## src/rtl/instr_mem_loader.sv

```systemverilog
// instr_mem_loader
//   Fills the instruction RAM from a byte stream (boot UART or test host)
//   before the core leaves reset. The first byte after start is the word
//   count N (0 means 2**ADDR_W words). The following bytes are packed
//   little-endian into 32-bit words. Each complete word produces a one-cycle
//   write strobe, at consecutive addresses starting from BASE_ADDR.
//
// Build option
//   INSTR_LOADER_CHECKSUM_EN : when defined, one checksum byte follows the
//     data. error is raised if it differs from the XOR of all data bytes.
//     When undefined, error is tied low and no checksum byte is expected.
//
// Parameters
//   ADDR_W     write address width (<= 8)
//   BASE_ADDR  first word address written
//
// Ports
//   clk, reset      rising-edge clock, synchronous active-high reset
//   start           1-cycle pulse that begins a load (ignored while busy)
//   byte_in         stream byte, accepted when byte_valid && byte_ready
//   byte_valid      byte_in is valid this cycle
//   byte_ready      loader accepts byte_in this cycle
//   writeEnable     1-cycle write strobe to the instruction memory
//   writeAddress    word address for writeEnable
//   writeData       word for writeEnable
//   busy            load in progress
//   done            1-cycle pulse at the end of a load
//   error           checksum mismatch, held until the next accepted start
module instr_mem_loader #(
    parameter int unsigned           ADDR_W    = 8,
    parameter logic [ADDR_W-1:0]     BASE_ADDR = '0
) (
    input  logic              clk,
    input  logic              reset,
    input  logic              start,
    input  logic [7:0]        byte_in,
    input  logic              byte_valid,
    output logic              byte_ready,
    output logic              writeEnable,
    output logic [ADDR_W-1:0] writeAddress,
    output logic [31:0]       writeData,
    output logic              busy,
    output logic              done,
    output logic              error
);

    localparam int unsigned CNT_W     = ADDR_W + 1;
    localparam int unsigned WORDS_MAX = 1 << ADDR_W;

    localparam logic [2:0] IDLE  = 3'd0;
    localparam logic [2:0] LEN   = 3'd1;
    localparam logic [2:0] DATA  = 3'd2;
    localparam logic [2:0] WRITE = 3'd3;
    localparam logic [2:0] CSUM  = 3'd4;
    localparam logic [2:0] DONE  = 3'd5;

    logic [2:0]       state;
    logic [1:0]       byte_cnt;
    // One bit wider than the address so that a full 2**ADDR_W load fits.
    logic [CNT_W-1:0] remaining;
    logic             accept;

`ifdef INSTR_LOADER_CHECKSUM_EN
    logic [7:0]       csum;
    logic             error_q;
`endif

    // Handshake and status outputs are pure decodes of the state, so the
    // reset state already produces their reset values.
    assign byte_ready  = (state == LEN) || (state == DATA)
`ifdef INSTR_LOADER_CHECKSUM_EN
                      || (state == CSUM)
`endif
                      ;
    assign accept      = byte_valid && byte_ready;
    assign writeEnable = (state == WRITE);
    assign busy        = (state == LEN) || (state == DATA) ||
                         (state == WRITE) || (state == CSUM);
    assign done        = (state == DONE);

`ifdef INSTR_LOADER_CHECKSUM_EN
    assign error = error_q;
`else
    assign error = 1'b0;
`endif

    always_ff @(posedge clk) begin
        if (reset) begin
            state        <= IDLE;
            byte_cnt     <= '0;
            remaining    <= '0;
            writeAddress <= BASE_ADDR;
            writeData    <= '0;
`ifdef INSTR_LOADER_CHECKSUM_EN
            csum         <= '0;
            error_q      <= 1'b0;
`endif
        end else begin
            case (state)
                IDLE: begin
                    if (start) begin
                        state        <= LEN;
                        byte_cnt     <= '0;
                        writeAddress <= BASE_ADDR;
`ifdef INSTR_LOADER_CHECKSUM_EN
                        csum         <= '0;
                        error_q      <= 1'b0;
`endif
                    end
                end

                LEN: begin
                    if (accept) begin
                        // A count of zero encodes the full address range.
                        if (byte_in[ADDR_W-1:0] == '0)
                            remaining <= CNT_W'(WORDS_MAX);
                        else
                            remaining <= {1'b0, byte_in[ADDR_W-1:0]};
                        state <= DATA;
                    end
                end

                DATA: begin
                    if (accept) begin
                        writeData[{byte_cnt, 3'b000} +: 8] <= byte_in;
                        byte_cnt <= byte_cnt + 2'd1;
`ifdef INSTR_LOADER_CHECKSUM_EN
                        csum     <= csum ^ byte_in;
`endif
                        if (byte_cnt == 2'd3)
                            state <= WRITE;
                    end
                end

                WRITE: begin
                    // writeData/writeAddress held through the strobe cycle;
                    // the address advances only once the strobe is over.
                    writeAddress <= writeAddress + 1'b1;
                    remaining    <= remaining - 1'b1;
                    if (remaining == CNT_W'(1)) begin
`ifdef INSTR_LOADER_CHECKSUM_EN
                        state <= CSUM;
`else
                        state <= DONE;
`endif
                    end else begin
                        state <= DATA;
                    end
                end

`ifdef INSTR_LOADER_CHECKSUM_EN
                CSUM: begin
                    if (accept) begin
                        error_q <= (byte_in != csum);
                        state   <= DONE;
                    end
                end
`endif

                DONE: begin
                    state <= IDLE;
                end

                default: begin
                    state <= IDLE;
                end
            endcase
        end
    end

endmodule

```

## config.mk

```make
export PLATFORM = sky130hd
export DESIGN_NAME = instr_mem_loader
export DESIGN_NICKNAME = d
export VERILOG_FILES = /design/src/rtl/instr_mem_loader.sv
export SDC_FILE = /design/constraint.sdc
export NUM_CORES = 1
export LEC_CHECK = 0
export ABC_CLOCK_PERIOD_IN_PS = 2000
export BUFFER_PORTS_ARGS = -buffer_cell sky130_fd_sc_hd__buf_2
export CAP_MARGIN = 20
export CELL_PAD_IN_SITES_DETAIL_PLACEMENT = 0
export CELL_PAD_IN_SITES_GLOBAL_PLACEMENT = 1
export CORE_MARGIN = 2
export CORE_UTILIZATION = 39
export DETAILED_ROUTE_END_ITERATION = 12
export PLACE_DENSITY = 0.89
export SLEW_MARGIN = 20
export SYNTH_ARGS = -nofsm -noshare
export SYNTH_HDL_FRONTEND = slang
export SYNTH_SLANG_ARGS = --single-unit
```

## constraint.sdc

```tcl
create_clock -name clk -period 2 [get_ports clk]
set_input_delay 0.1 -clock clk [delete_from_list [all_inputs] [get_ports clk]]
set_output_delay 0.1 -clock clk [all_outputs]
set_load 0.01 [all_outputs]
```

==> results_dict.tcl <==
set metrics [dict create \
    place_hpwl_um 4230 \
    final_hold_viol_count 0 \
    routed_wire_length_per_instance_um 13.9 \
    syn_inst 306 \
    synth_nets 327 \
    peak_fanout_along_the_critical_path 16 \
    cts_tree "yes" \
    mean_instance_size_in_the_synthesized_netlist_um2 8.32 \
    min_period_over_period_pct 84.9 \
    critPathCaptureType "register" \
    n_fill_cell 629 \
    areaGrowthSynthToFinish_pct 16.9 \
    gr-total-overflow 0 \
    avgViaCountPerCell 5.41 \
    detail_route.iter0.violations 134 \
    seq_power_share_pct 46.6 \
    fp.dieW_um 84.8 \
    synthArstFlopShare_pct 0 \
    numPortBuffers 55 \
    global_route_wire_length_before_repair_um 9890 \
    timing.hold.worst_endpoint "writeData[20]" \
    cts.sink_count 54 \
    total_of_hold_buffers_inserted_after_clock_tree_synthesis 0 \
    global_route.usage.total_pct 16.8 \
    post_synth_instance_area_um2 2550 \
    synth.largest_area_cell "sky130_fd_sc_hd__dfxtp_1" \
    pwr-share-clk_pct 29.5 \
    area_used_by_multi_input_combinational_logic_um2 1310 \
    insertion_delay_ns 0.31 \
    cts.repair.resized 0 \
    maximum_clock_insertion_buffer_count 2 \
    result_of_the_run "complete, no violations" \
    timing.hold.worst.start "byte_in[4]" \
    synth_seq_area_share_pct 42.4 \
    clk_pin_slew_ns 0.10 \
    irDropWorstVdd_uv 420 \
    drc 0 \
    yosys.cell_types.count 53 \
    report.final.setup_viol 0 \
    worst_r2r_startpoint "state[2]" \
    finalHoldWorstSlack_ns 0.119 \
    clock.fmax_ghz 0.589 \
    whs_path_depth 3 \
    h_tree_depth 2 \
    firstDrtPassIters 4 \
    startpoint_types "register" \
    seqCellArea_um2 1080 \
    yosysWarnings 0 \
    fp.coreArea_um2 6350 \
    netlist_top_cells_area "sky130_fd_sc_hd__dfxtp_1, sky130_fd_sc_hd__a21oi_1, sky130_fd_sc_hd__nand3_1" \
    required_arrival_time_at_the_worst_endpoint_ns 2.23 \
    antenna_found_initial 0 \
    antennaDiodeCount 0 \
    detail-route-antenna-nets 0 \
    timing.hold.worst.class "in2reg" \
    maxCapViolCount 0 \
    floorplan.io_pins 57 \
    ff2ff_path_depth 5 \
    post-synth-top-area-fraction_pct 42.4 \
    crit_arrival_ns 1.93 \
    crit-reg2reg-capture "remaining[6]" \
    drive_gt1_share_pct 24.8 \
    setup.worst_path.class "reg2reg" \
    first_global_vias 2101 \
    gpl.final_weighted_congestion 0.841 \
    die_area_um2 7190 \
    clock-skew-final_ns 0.0150 \
    postCtsSetupBuffers 0 \
    synth_edf_count 0 \
    synth.most_common_cell "sky130_fd_sc_hd__dfxtp_1" \
    start_util_pct 40.1 \
    r2r_setup_slack_ns 0.30 \
    largest_net_degree_at_the_start_of_global_routing 26 \
    rsz0062_at_grt "false" \
    ys_seq_elements 54 \
    cts_root_buffer "sky130_fd_sc_hd__clkbuf_8" \
    cts_buffers 5 \
    nets 379 \
    final_wl_um 6040 \
    share_comb_of_total_power_pct 23.9 \
    internal_power_mw 1.81 \
    net-switching-power_mw 0.821 \
    die_y_um 84.8 \
    synth-main-ff-cell "sky130_fd_sc_hd__dfxtp_1" \
    placementRows 29 \
    period_needed_ns 1.70 \
    vias 2360 \
    cellPowerDensity_nw_per_um2 883 \
    swShare_pct 31.2 \
    leakage_nw 1.19 \
    post_synth_most_frequent_cells "sky130_fd_sc_hd__dfxtp_1, sky130_fd_sc_hd__nand2_1, sky130_fd_sc_hd__a21oi_1" \
    slew_limit_fails 0 \
    setup_tns_ns 0 \
]
## cells in the final DEF, fill, tap and decap left out, types with 2 or more instances in the layout
| cell type | count |
|---|---|
| sky130_fd_sc_hd__buf_2 | 55 |
| sky130_fd_sc_hd__dfxtp_1 | 54 |
| sky130_fd_sc_hd__nand2_1 | 47 |
| sky130_fd_sc_hd__a21oi_1 | 42 |
| sky130_fd_sc_hd__nand3_1 | 40 |
| sky130_fd_sc_hd__nor2_1 | 20 |
| sky130_fd_sc_hd__ha_1 | 9 |
| sky130_fd_sc_hd__buf_4 | 9 |
| sky130_fd_sc_hd__nor3_1 | 6 |
| sky130_fd_sc_hd__clkbuf_8 | 6 |
| sky130_fd_sc_hd__inv_1 | 5 |
| sky130_fd_sc_hd__a211oi_1 | 5 |
| sky130_fd_sc_hd__and2_1 | 4 |
| sky130_fd_sc_hd__nand4_1 | 4 |
| sky130_fd_sc_hd__a31oi_1 | 4 |
| sky130_fd_sc_hd__nor3b_1 | 3 |
| sky130_fd_sc_hd__mux2_2 | 3 |
| sky130_fd_sc_hd__o21ai_0 | 3 |
| sky130_fd_sc_hd__nor4_1 | 3 |
| sky130_fd_sc_hd__xnor2_1 | 2 |
| sky130_fd_sc_hd__and4bb_2 | 2 |
| sky130_fd_sc_hd__nor2b_1 | 2 |
| sky130_fd_sc_hd__a311oi_1 | 2 |
## state kept, by name (all words and copies together) (netlist names)
| signal | cells |
|---|---|
| writeData | 32 |
| remaining | 9 |
| writeAddress | 8 |
| state | 3 |
| byte_cnt | 2 |
## cells by family after synthesis
group,synth area share [%]
AND/OR/NAND/NOR,28.6
AO/OA/AOI/OAI,16.4
flip-flops,42.4
buffers and inverters,5.99
adder cells (fa/ha/maj),4.42
multiplexers,1.33
XOR/XNOR,0.688
other,0.147
## critical path: stages, from the launching register on
cell and delay, ns:
sky130_fd_sc_hd__dfxtp_1 0.42, sky130_fd_sc_hd__nand3b_4 0.28, sky130_fd_sc_hd__inv_2 0.27, sky130_fd_sc_hd__nand3_1 0.16
sky130_fd_sc_hd__or3_1 0.34, sky130_fd_sc_hd__a31oi_1 0.15
## stage by stage
stage                     cells  instance area (um2)  utilization, %  total power [mW]  setup WS (ns)
after global routing        436                 2980            46.9              2.78         0.0837
after global placement      428                 2860            45.0              1.86          0.361
final                       436                 2980            46.9              2.63          0.303
after detailed placement    428                 2860            45.0              1.87          0.326
after floorplan             306                 2550               -              1.71          0.252
after CTS                   436                 2980            46.9              2.65          0.304
## layer usage
| metal | vias up | part of all wire, % | global-route usage (%) |
|---|---|---|---|
| met2 | 66 | 47 | 26.4 |
| li1 | 1188 | - | - |
| met5 | - | 0 | 0 |
| met4 | 0 | 1.6 | 5.48 |
| met3 | 6 | 5.4 | 3.21 |
| met1 | 1100 | 46 | 23.4 |
## power by group through the flow
stage	Sequential, mW	Clock [mW]	Combinational [mW]
6_report	1.22	0.776	0.630
5_1_grt	1.24	0.841	0.706
4_1_cts	1.22	0.799	0.629
3_5_place_dp	1.24	0	0.627
3_3_place_gp	1.25	0	0.619
2_1_floorplan	1.23	0	0.475
## worst max-delay path by stage
stage,start,endpoint,cells after the start
after floorplan,byte_cnt[0],writeData[12],5
after global placement,byte_cnt[0],writeData[4],6
after detailed placement,byte_cnt[0],writeData[21],6
after CTS,byte_cnt[0],writeData[21],6
after global routing,byte_cnt[0],writeData[1],6
final,state[2],remaining[6],5
## cell type report
class                      instances  share of cell area [%]
inverter                           6                   0.756
clock buffer                       6                    2.77
timing repair buffer              64                    11.5
sequential                        54                    36.3
multi-input combinational        227                    44.1
clock inverter                     2                    1.30
tap                               77                    3.24
Power figures use the tool's default switching activity.
